$ cat config.mk
export PLATFORM = sky130hd
export DESIGN_NAME = pe_acc_drain
export DESIGN_NICKNAME = d
export VERILOG_FILES = /design/src/rtl/pe_pkg.sv /design/src/rtl/pe_acc_shadow.sv /design/src/rtl/pe_acc_drain.sv
export SDC_FILE = /design/constraint.sdc
export NUM_CORES = 1
export LEC_CHECK = 0
export ABC_AREA = 1
export BUFFER_PORTS_ARGS = -buffer_cell sky130_fd_sc_hd__buf_2
export CORE_MARGIN = 1
export CORE_UTILIZATION = 30
export DETAILED_ROUTE_END_ITERATION = 10
export MAX_ROUTING_LAYER = met4
export PLACE_DENSITY = 0.52
export SKIP_LAST_GASP = 1
export SLEW_MARGIN = 20
export SYNTH_ARGS = -nofsm -noshare
export SYNTH_HDL_FRONTEND = slang
export SYNTH_SLANG_ARGS = --single-unit
export TNS_END_PERCENT = 1
$ cat constraint.sdc
create_clock -name clk -period 1.6 [get_ports clk]
set_clock_uncertainty 0.15 [all_clocks]
set_input_delay 0.24 -clock clk [delete_from_list [all_inputs] [get_ports clk]]
set_output_delay 0.24 -clock clk [all_outputs]
set_load 0.05 [all_outputs]
$ cat src/rtl/pe_pkg.sv
// Shared definitions for the PE accumulator drain controller.
//   state_t    : FSM state encoding
//   idx_width  : width of a PE index bus (at least 1 bit)
package pe_pkg;

    typedef enum logic [2:0] {
        ST_IDLE,
        ST_CLEAR,
        ST_FEED,
        ST_FLUSH,
        ST_CAPTURE,
        ST_DRAIN
    } state_t;

    function automatic int idx_width(input int n);
        return (n > 1) ? $clog2(n) : 1;
    endfunction

endpackage

$ cat src/rtl/pe_acc_shadow.sv
// Shadow buffer holding a snapshot of every PE accumulator, plus the
// read mux that selects the word currently being drained.
//   clk, rst_n : clock, async active-low reset (buffer cleared to 0)
//   load       : copy all pe_acc words into the buffer this cycle
//   pe_acc     : flattened PE accumulators, PE k at [k*DATA_WIDTH +: DATA_WIDTH]
//   idx        : word select
//   data       : selected shadow word
module pe_acc_shadow
    import pe_pkg::*;
#(
    parameter int DATA_WIDTH = 32,
    parameter int NUM_PE     = 4
) (
    input  logic                             clk,
    input  logic                             rst_n,
    input  logic                             load,
    input  logic [NUM_PE*DATA_WIDTH-1:0]     pe_acc,
    input  logic [idx_width(NUM_PE)-1:0]     idx,
    output logic [DATA_WIDTH-1:0]            data
);

    logic [DATA_WIDTH-1:0] shadow_q [NUM_PE];

    always_ff @(posedge clk or negedge rst_n) begin
        if (!rst_n) begin
            for (int k = 0; k < NUM_PE; k++) begin
                shadow_q[k] <= '0;
            end
        end else if (load) begin
            for (int k = 0; k < NUM_PE; k++) begin
                shadow_q[k] <= pe_acc[k*DATA_WIDTH +: DATA_WIDTH];
            end
        end
    end

    assign data = shadow_q[idx];

endmodule

$ cat src/rtl/pe_acc_drain.sv
// Job sequencer for a systolic PE array: clears the array, enables the
// feeder for len MAC cycles, waits out the pipeline/skew latency, snapshots
// all PE accumulators and drains them one word at a time over a
// valid/ready handshake.
//   clk, rst_n          : clock, async active-low reset
//   start, len          : job request (honoured in IDLE only) and MAC length
//   pe_acc              : flattened PE accumulator outputs
//   pe_clr, feed_en     : PE array clear, feeder enable
//   out_valid/ready     : result handshake
//   out_data/idx/last   : result word, its PE index, last-word marker
//   busy, done          : not idle; one-cycle completion pulse
//
// state      | meaning
// -----------+-----------------------------------------------------------
// ST_IDLE    | waiting for start
// ST_CLEAR   | single-cycle pe_clr pulse
// ST_FEED    | feed_en high for len cycles
// ST_FLUSH   | NUM_PE+1 cycles for PE pipeline and systolic skew to settle
// ST_CAPTURE | snapshot pe_acc into the shadow buffer
// ST_DRAIN   | emit shadow words 0..NUM_PE-1
module pe_acc_drain
    import pe_pkg::*;
#(
    parameter int DATA_WIDTH = 32,
    parameter int NUM_PE     = 4,
    parameter int CNT_WIDTH  = 16
) (
    input  logic                             clk,
    input  logic                             rst_n,
    input  logic                             start,
    input  logic [CNT_WIDTH-1:0]             len,
    input  logic [NUM_PE*DATA_WIDTH-1:0]     pe_acc,
    output logic                             pe_clr,
    output logic                             feed_en,
    output logic                             out_valid,
    input  logic                             out_ready,
    output logic [DATA_WIDTH-1:0]            out_data,
    output logic [idx_width(NUM_PE)-1:0]     out_idx,
    output logic                             out_last,
    output logic                             busy,
    output logic                             done
);

    localparam int IW = idx_width(NUM_PE);
    localparam int FW = $clog2(NUM_PE + 2);
    localparam logic [IW-1:0] LAST_IDX = IW'(NUM_PE - 1);

    state_t               state_q, state_d;
    logic [CNT_WIDTH-1:0] len_q;
    logic [CNT_WIDTH-1:0] cnt_q;
    logic [FW-1:0]        flush_q;
    logic [IW-1:0]        idx_q;
    logic                 done_q;
    logic                 accept;
    logic                 last_hs;

    // done is high in the first IDLE cycle; a start there still belongs to
    // the finished job's window and is dropped.
    assign accept  = (state_q == ST_IDLE) && start && !done_q;
    assign last_hs = (state_q == ST_DRAIN) && out_ready && (idx_q == LAST_IDX);

    always_ff @(posedge clk or negedge rst_n) begin
        if (!rst_n) begin
            state_q <= ST_IDLE;
        end else begin
            state_q <= state_d;
        end
    end

    always_comb begin
        state_d   = state_q;
        pe_clr    = 1'b0;
        feed_en   = 1'b0;
        out_valid = 1'b0;
        case (state_q)
            ST_IDLE: begin
                if (accept) state_d = ST_CLEAR;
            end
            ST_CLEAR: begin
                pe_clr  = 1'b1;
                state_d = (len_q != '0) ? ST_FEED : ST_FLUSH;
            end
            ST_FEED: begin
                feed_en = 1'b1;
                if (cnt_q == CNT_WIDTH'(1)) state_d = ST_FLUSH;
            end
            ST_FLUSH: begin
                if (flush_q == '0) state_d = ST_CAPTURE;
            end
            ST_CAPTURE: begin
                state_d = ST_DRAIN;
            end
            ST_DRAIN: begin
                out_valid = 1'b1;
                if (last_hs) state_d = ST_IDLE;
            end
            default: begin
                state_d = ST_IDLE;
            end
        endcase
    end

    // cnt_q is loaded with len in CLEAR and counts down through FEED, so
    // len = 2^CNT_WIDTH-1 never needs a wider counter.
    always_ff @(posedge clk or negedge rst_n) begin
        if (!rst_n) begin
            len_q   <= '0;
            cnt_q   <= '0;
            flush_q <= '0;
            idx_q   <= '0;
            done_q  <= 1'b0;
        end else begin
            if (accept) len_q <= len;

            if (state_q == ST_CLEAR)     cnt_q <= len_q;
            else if (state_q == ST_FEED) cnt_q <= cnt_q - CNT_WIDTH'(1);

            // Preloaded outside FLUSH; counting NUM_PE..0 gives NUM_PE+1 cycles.
            if (state_q != ST_FLUSH)   flush_q <= FW'(NUM_PE);
            else if (flush_q != '0)    flush_q <= flush_q - FW'(1);

            if (state_q == ST_CAPTURE) begin
                idx_q <= '0;
            end else if (state_q == ST_DRAIN && out_ready) begin
                idx_q <= (idx_q == LAST_IDX) ? '0 : idx_q + IW'(1);
            end

            done_q <= last_hs;
        end
    end

    pe_acc_shadow #(
        .DATA_WIDTH (DATA_WIDTH),
        .NUM_PE     (NUM_PE)
    ) u_shadow (
        .clk    (clk),
        .rst_n  (rst_n),
        .load   (state_q == ST_CAPTURE),
        .pe_acc (pe_acc),
        .idx    (idx_q),
        .data   (out_data)
    );

    assign out_idx  = idx_q;
    assign out_last = out_valid && (idx_q == LAST_IDX);
    assign busy     = (state_q != ST_IDLE);
    assign done     = done_q;

endmodule
Word-level counts from Yosys, hierarchy flattened
Cells that the tools add are included.
W data, S select, Z words.
{ "classes": {"add_sub_neg": 3, "n_lt_le_gt_ge": 1, "n_eq_ne": 12, "muxes": 19, "bitwise_logic": 1, "reduce_logical": 15} }
{ "op_table": {"columns": ["op", "count"], "rows": [
  ["$bmux W32 S2", 1],
  ["$mux W32", 2],
  ["$mux W16", 2],
  ["$mux W3", 6],
  ["$pmux W3 S6", 1],
  ["$eq A16 B1 Y1 const B", 1],
  ["$reduce_bool A16 Y1", 1],
  ["$sub A16 B1 Y16 const B", 1],
  ["$ne A2 B2 Y1 const B", 4],
  ["$eq A3 B2 Y1 const B", 2],
  ["$eq A3 B3 Y1 const B", 2],
  ["$logic_not A3 Y1", 2],
  ["$mux W2", 3],
  ["$reduce_bool A2 Y1", 3],
  ["$reduce_bool A3 Y1", 2],
  ["$logic_and A1 B1 Y1", 5],
  ["$mux W1", 4],
  ["$reduce_and A4 Y1", 1],
  ["$eq A3 B1 Y1 const B", 1],
  ["$ge A3 B3 Y1 const B", 1],
  ["$ne A3 B2 Y1 const B", 1],
  ["$not A2 Y3", 1],
  ["$sub A3 B1 Y3 const B", 1],
  ["$add A2 B1 Y2 const B", 1],
  ["other kinds (2)", 2]
]} }
{ "totals": {"register_bits": 169, "inputBits": 148, "out_inout_bits": 40, "elab_cells": 61} }

Longest topological paths before layout
Gate-level depths: netlist (run 1).
{ "logic_depth": {"ltp_word": 5, "depth_mapped": 9, "mapped_depth_nobuf": 9} }

Hierarchy
Synthesis (run 1) repeated with hierarchy kept, for this count alone.
{ "unflattened": {"hier_cells": 1078, "area_unflattened_um2": 8594.5} }
{ "modules_own_cells": {"columns": ["mod", "instances", "cells_per_inst", "area_per_inst_um2", "seq_area_each_um2"], "rows": [
  ["pe_acc_shadow", 1, 786, 6286.0, 3203.1],
  ["pe_acc_drain", 1, 292, 2308.5, 1026.0]
]} }

Least setup slack after synthesis (run 1)
OpenSTA, ideal clock, no wires.
{ "synth_timing": {"path_kind": "flip-flop to output port", "from": "reg idx_q[0] (netlist: out_idx[0])", "to": "out out_data[24]", "t_arrival_ns": 2.163, "t_required_ns": 1.210, "slack_ns": -0.953, "path_stages_with_launch": 7, "path_buffers": 3, "cell_sequence": "dfrtp_1 -> buf_2 -> inv_1 -> buf_2 -> clkbuf_1 -> o21ai_0 -> o22ai_1"} }
{ "synth_between": {"elab_chain_cells": 4} }
{ "synth_rtl": {"columns": ["element", "line", "rtl"], "rows": [
  ["start, declared", "pe_acc_drain.sv:52", "logic [IW-1:0] idx_q;"],
  ["start signal, assigned", "pe_acc_drain.sv:125", "idx_q <= (idx_q == LAST_IDX) ? '0 : idx_q + IW'(1);"],
  ["$not A2 Y3 (implied by the code)", "pe_acc_shadow.sv:36", "assign data = shadow_q[idx];"],
  ["$bmux W32 S2", "pe_acc_shadow.sv:36", null],
  ["$mux W32 (implied by the code) (2 in a row)", "pe_acc_shadow.sv:36", null],
  ["end, declared", "pe_acc_drain.sv:37", "output logic [DATA_WIDTH-1:0] out_data,"]
]} }
Every way passes these cells. The select of a mux whose other input is x is not followed.

Worst setup path in the final report (run 1)
{ "layout_timing": {"from": "reg idx_q[0] (netlist: out_idx[0])", "to": "out out_data[5]"} }
Same word-level chain as after synthesis.

==> impl_metrics.json, run 1 <==
{
  "outcome": "finished, violations left",
  "sw_frac_of_total_pct": 42.7,
  "dp.cells": 1296,
  "syn_inst": 739,
  "io_pins": 188,
  "gr-total-overflow": 0,
  "synth_edf_count": 0,
  "drive_gt1_share_pct": 46.5,
  "p_comb_share_pct": 57.7,
  "worst_pin_slew_ps": 346,
  "die_x_um": 168,
  "synth_area_per_cell_um2": 11.2,
  "port_buffers": 187,
  "hold_path_class": "in2async",
  "drtIter0Drc": 374,
  "fmax_ghz": 0.467,
  "setup_viol": 173,
  "dieArea_um2": 28100,
  "cts_tree": "yes",
  "synth_top_area_share_pct": 51.3,
  "final_cell_area_um2": 13300,
  "clock_sinks": 169,
  "switching_power_uw": 12500,
  "gp_congestion": 0.802,
  "slew_violations": 0,
  "min_period_ps": 2140,
  "nets": 1279,
  "cpMaxStageDelayCell": "dfrtp_2",
  "cp_data_required_time_ps": 1210,
  "grt_use_total_pct": 18.0,
  "fin_ws_ps": -540,
  "power_uw": 29400,
  "cts_buffers": 17,
  "p_leak_uw": 0.00625,
  "vdd_drop_max_mv": 0.885,
  "rows": 60,
  "ys_seq_area_share_pct": 51.3,
  "worstPathMaxFanout": 6,
  "clkTransAtPathRegs_ps": 80,
  "sequentialPowerShare_pct": 27.4,
  "die_h_um": 168,
  "grt_max_degree": 53,
  "syn-num-nets": 892,
  "yosys_warnings": 0,
  "firstDrtPassIters": 4,
  "critical_path.startpoint_type": "flop",
  "dp_hpwl_um": 15900,
  "grt_pass1_vias": 7298,
  "routed_wirelength_um": 24700,
  "clkPwrFrac_pct": 14.8,
  "p_per_area_nw_per_um2": 2210,
  "critPathArrivalTime_ps": 1750,
  "h-tree-depth": 4,
  "fin_hold_ws_ps": 60.7,
  "slowest_delay_ps": 530,
  "violations": "negative setup slack",
  "drtAntennaViolNets": 0,
  "max_cap_viol_count": 0,
  "synth.distinct_cells": 27,
  "synthFlopType": "dfrtp_1",
  "synth_common_cells": "dfrtp_1, nor2_1, mux2_4, o21ai_0, nand2_1",
  "antenna_found_initial": 2,
  "root_buffer": "clkbuf_16",
  "end_kind": "output pin",
  "cts_buffer_depth": 2,
  "synth_most_common_cell": "dfrtp_1",
  "drc": 0,
  "viasPerCell": 4.58,
  "layout.cells.non_filler": 1483,
  "netlist_area_um2": 8240,
  "path_cells": "buf_8 > buf_12 > o21ai_2 > o22ai_4 > buf_4",
  "syn_to_final_growth_pct": 60.8,
  "rsz0062_at_grt": "yes",
  "placed_area_um2": 10600,
  "ys_async_sr_fraction_pct": 100,
  "wl_per_cell_um": 16.6,
  "clkLatencyLatePin_ps": 430,
  "fill_cells": 2376,
  "max_slew_margin_pct": 76.7,
  "yosys_register_bits": 169,
  "placeableCoreArea_um2": 27000,
  "synth_area_leaders": "dfrtp_1, mux2_4, nor2_1",
  "initial_core_util_pct": 30.6,
  "grt_pass1_wl_um": 38700,
  "place_ws_ps": -277,
  "worst-setup-path-type": "reg2out",
  "internal_power_uw": 16800,
  "period_share_pct": 134,
  "hold_violations": 0,
  "synth_top_area_cell": "dfrtp_1",
  "vias": 6793
}
[placed cells by master, fill, tap and decap left out, drive strengths merged, types with 13 or more instances in the layout]
| cell | count |
|---|---|
| o22ai | 38 |
| clkbuf | 22 |
| inv | 51 |
| dlygate4sd3 | 146 |
| mux2 | 135 |
| buf | 256 |
| dfrtp | 169 |
| nand3 | 13 |
| o21ai | 74 |
| nand2 | 70 |
| nor2 | 113 |
[cell type report]
| class | count | area, um^2 | share of cell area, % |
|---|---|---|---|
| timing repair buffer | 407 | 3490 | 26.4 |
| multi-input combinational | 486 | 4290 | 32.4 |
| antenna | 3 | 7.51 | 0.0566 |
| inverter | 45 | 180 | 1.36 |
| tap | 341 | 427 | 3.22 |
| clock buffer | 17 | 425 | 3.21 |
| sequential | 169 | 4230 | 31.9 |
| clock inverter | 15 | 199 | 1.50 |
[logic make-up after synthesis]
family                     count (synthesis)  synth area share [%]
AOI/OAI and AO/OA                        135                  9.14
xor gates and xnor gates                   8                 0.850
adders and majority gates                  5                 0.759
buffers and inverters                     84                  5.08
DFF                                      169                  51.3
muxes                                    135                  22.9
and+or+nand+nor                          203                  9.96
[per-stage QoR]
step | setup TNS (ps) | util, %
floorplan | -6770 | -
finish | -22660 | 49.2
detailed placement | -8770 | 39.4
global placement | -6160 | 39.4
CTS | -24860 | 47.6
global route | -34110 | 49.2
[power groups by stage]
stage | combinational [uW] | sequential, uW | clock, uW
after floorplan | 11200 | 7510 | 0
after global placement | 15000 | 7820 | 0
after detailed placement | 15000 | 7860 | 0
after CTS | 16000 | 7860 | 4490
after global routing | 18100 | 8310 | 4650
final | 16900 | 8050 | 4360
[registers in the layout (all words and copies together), names as in the netlist]
name / count
len_q: 16
done: 1
cnt_q: 16
out_idx: 2
state_q: 3
flush_q: 3
u_shadow.shadow_q: 128
[worst paths after layout]
path / to / slack, ps / start / cells after the start
worst max-delay path: out_data[5] / -540 / out_idx[0]$_DFFE_PN0P_ / 5
worst min-delay path: u_shadow.shadow_q[69]$_DFFE_PN0P_ / 60 / rst_n / 2
worst max register to register: len_q[9]$_DFFE_PN0P_ / -70 / state_q[0]$_DFFE_PN0P_ / 6
worst min register to register: flush_q[1]$_DFFE_PN0P_ / 340 / flush_q[1]$_DFFE_PN0P_ / 2
max in group asynchronous: u_shadow.shadow_q[82]$_DFFE_PN0P_ / 600 / rst_n / 3
min in group clk: len_q[7]$_DFFE_PN0P_ / 90 / start / 3
[timing repair]
item / in CTS / in global routing
hold buffers: 146 / 0
hold endpoints to repair: 314 / 0
setup buffers: 0 / 4
cloned: 0 / 6
gates resized for setup: 85 / 86
setup endpoints to repair: 182 / 201
pin swaps: 0 / 2
[metal layers]
layer  share of wire, %  GRT usage [%]  vias up
li1                   -              -     3314
met1                 47           23.1     3299
met2                 48           28.9      155
met3                3.4           3.29       25
met4                1.5           5.15        0
met5                  0              -        -
[worst max-delay path: cells and delay by family (launching register included)]
| kind | cells | cell delay, ps |
|---|---|---|
| DFF | 1 | 530 |
| AOI/OAI and AO/OA | 2 | 240 |
| buffers and inverters | 3 | 540 |
No activity file was read; power rests on OpenSTA's default activity.
==> run 2: changes to the inputs <==
Settings changed: PLACE_DENSITY 0.52 to 0.5.
Clock period 1.6 ns to 2.44 ns, I/O delays scaled along.
==> run 2 against run 1 <==
Compared with the run above: the run now ends clean; sequential cell count stayed put; non-clock buffer count fell by 136; worst setup slack improved by 610 ps; wire length decreased by 12%; via count down 8.4%; final cell count is 9.2% lower; first-iteration DRC count down 35%; register-to-register slack better by 570 ps; count of clock-buffer cells in the layout did not move; die area unchanged; sequential power is 36% lower; final area shrank 18%.
==> impl_metrics.json, run 2 (synthesis gave the netlist of run 1 again) <==
{
  "rsz0062_at_grt": "yes",
  "syn_to_final_growth_pct": 32.4,
  "worst-setup-path-type": "reg2out",
  "clock_sinks": 169,
  "hold_violations": 0,
  "port_buffers": 187,
  "grt_use_total_pct": 16.3,
  "setup_viol": 0,
  "grt_pass1_wl_um": 34900,
  "die_h_um": 168,
  "max_slew_margin_pct": 64.1,
  "power_uw": 16000,
  "viasPerCell": 4.62,
  "h-tree-depth": 4,
  "worstPathMaxFanout": 42,
  "drtAntennaViolNets": 0,
  "dieArea_um2": 28100,
  "clkLatencyLatePin_ps": 420,
  "wl_per_cell_um": 16.2,
  "critPathArrivalTime_ps": 1850,
  "io_pins": 188,
  "gp_congestion": 0.803,
  "dp.cells": 1249,
  "drc": 0,
  "slew_violations": 0,
  "critical_path.startpoint_type": "flop",
  "root_buffer": "clkbuf_16",
  "layout_commonest_cell": "buf_2",
  "drive_gt1_share_pct": 38.6,
  "p_per_area_nw_per_um2": 1460,
  "dp_hpwl_um": 14900,
  "largest_reg_flops": 128,
  "vias": 6220,
  "final_cell_mix": "buf_2, dfrtp_1, nor2_1",
  "cts_buffers": 17,
  "gr-total-overflow": 0,
  "regMostFlops": "u_shadow.shadow_q",
  "fmax_ghz": 0.422,
  "firstDrtPassIters": 4,
  "reg_top3": "u_shadow.shadow_q: 128 flops, cnt_q: 16 flops, len_q: 16 flops",
  "nets": 1143,
  "layout.cells.non_filler": 1346,
  "hold_path_class": "in2reg",
  "period_share_pct": 97.1,
  "placeableCoreArea_um2": 27000,
  "max_cap_viol_count": 0,
  "antenna_found_initial": 2,
  "cts_buffer_depth": 2,
  "die_x_um": 168,
  "drtIter0Drc": 242,
  "clkTransAtPathRegs_ps": 80,
  "min_period_ps": 2370,
  "routed_wirelength_um": 21800,
  "initial_core_util_pct": 30.6,
  "p_leak_uw": 0.00536,
  "vdd_drop_max_mv": 1.24,
  "outcome": "completed",
  "setup_tns_ps": 0,
  "grt_max_degree": 52,
  "rows": 60,
  "cp_data_required_time_ps": 1920,
  "worst_pin_slew_ps": 538,
  "end_kind": "output pin",
  "grt_pass1_vias": 6578,
  "cts_tree": "yes"
}
[run 2: worst max-delay path, stage by stage, from the launching register on]
cell and delay [ps]:
dfrtp_4 540, inv_2 120, buf_12 220, o21ai_0 100
o22ai_1 160, clkbuf_4 270
[run 2: final timing paths]
kind                                             start                                  to  slack, ps  cells past startpoint
worst max register to register  state_q[0]$_DFFE_PN0P_  u_shadow.shadow_q[120]$_DFFE_PN0P_        500                      4
worst max-delay path            out_idx[0]$_DFFE_PN0P_                        out_data[15]         70                      5
worst min-delay path                        pe_acc[31]  u_shadow.shadow_q[127]$_DFFE_PN0P_         20                      2
min in group asynchronous                        rst_n   u_shadow.shadow_q[25]$_DFFE_PN0P_        350                      2
worst min register to register  flush_q[0]$_DFFE_PN0P_              flush_q[0]$_DFFE_PN0P_        360                      1
max in group asynchronous                        rst_n                cnt_q[4]$_DFFE_PN0P_       1070                      3
[run 2: repair_timing]
item	4_1_cts	5_1_grt
hold buffers	59	2
hold endpoints to repair	104	2
buffers inserted	0	2
setup endpoints to repair	28	34
resized for setup	1	20
[run 2: report_power, final]
| part | switching [uW] | leakage, uW | total [uW] | internal [uW] |
|---|---|---|---|---|
| Sequential | 918 | 0.00198 | 5150 | 4240 |
| Combinational | 4710 | 0.00309 | 7980 | 3270 |
| Clock | 1410 | 0.000297 | 2830 | 1410 |
[run 2: layout make-up]
cell class / instances / area (um^2)
antenna: 2 / 5.00
clock buffer: 17 / 425
clock inverter: 15 / 190
fill: 2646 / 16000
inverter: 45 / 173
multi-input combinational: 486 / 3610
sequential: 169 / 4230
tap: 341 / 427
timing repair buffer: 271 / 1850
[run 2: metal layers]
layer	up-vias	part of all wire, %	global-route usage [%]
met5	-	0	-
met4	0	0.81	3.87
met3	11	3.6	3.52
met2	123	48	26.3
met1	3054	48	20.9
li1	3032	-	-
[run 2: metrics by stage]
step / hold slack (ps) / setup WS, ps / area, um^2 / utilization (%)
2_1_floorplan: -79.6 / -239 / 8250 / -
3_3_place_gp: 222 / 442 / 9630 / 35.7
3_5_place_dp: 217 / 423 / 9630 / 35.7
4_1_cts: 0.0707 / -46.9 / 10800 / 40.2
5_1_grt: 0.114 / -43.3 / 10900 / 40.5
6_report: 21.2 / 69.9 / 10900 / 40.5
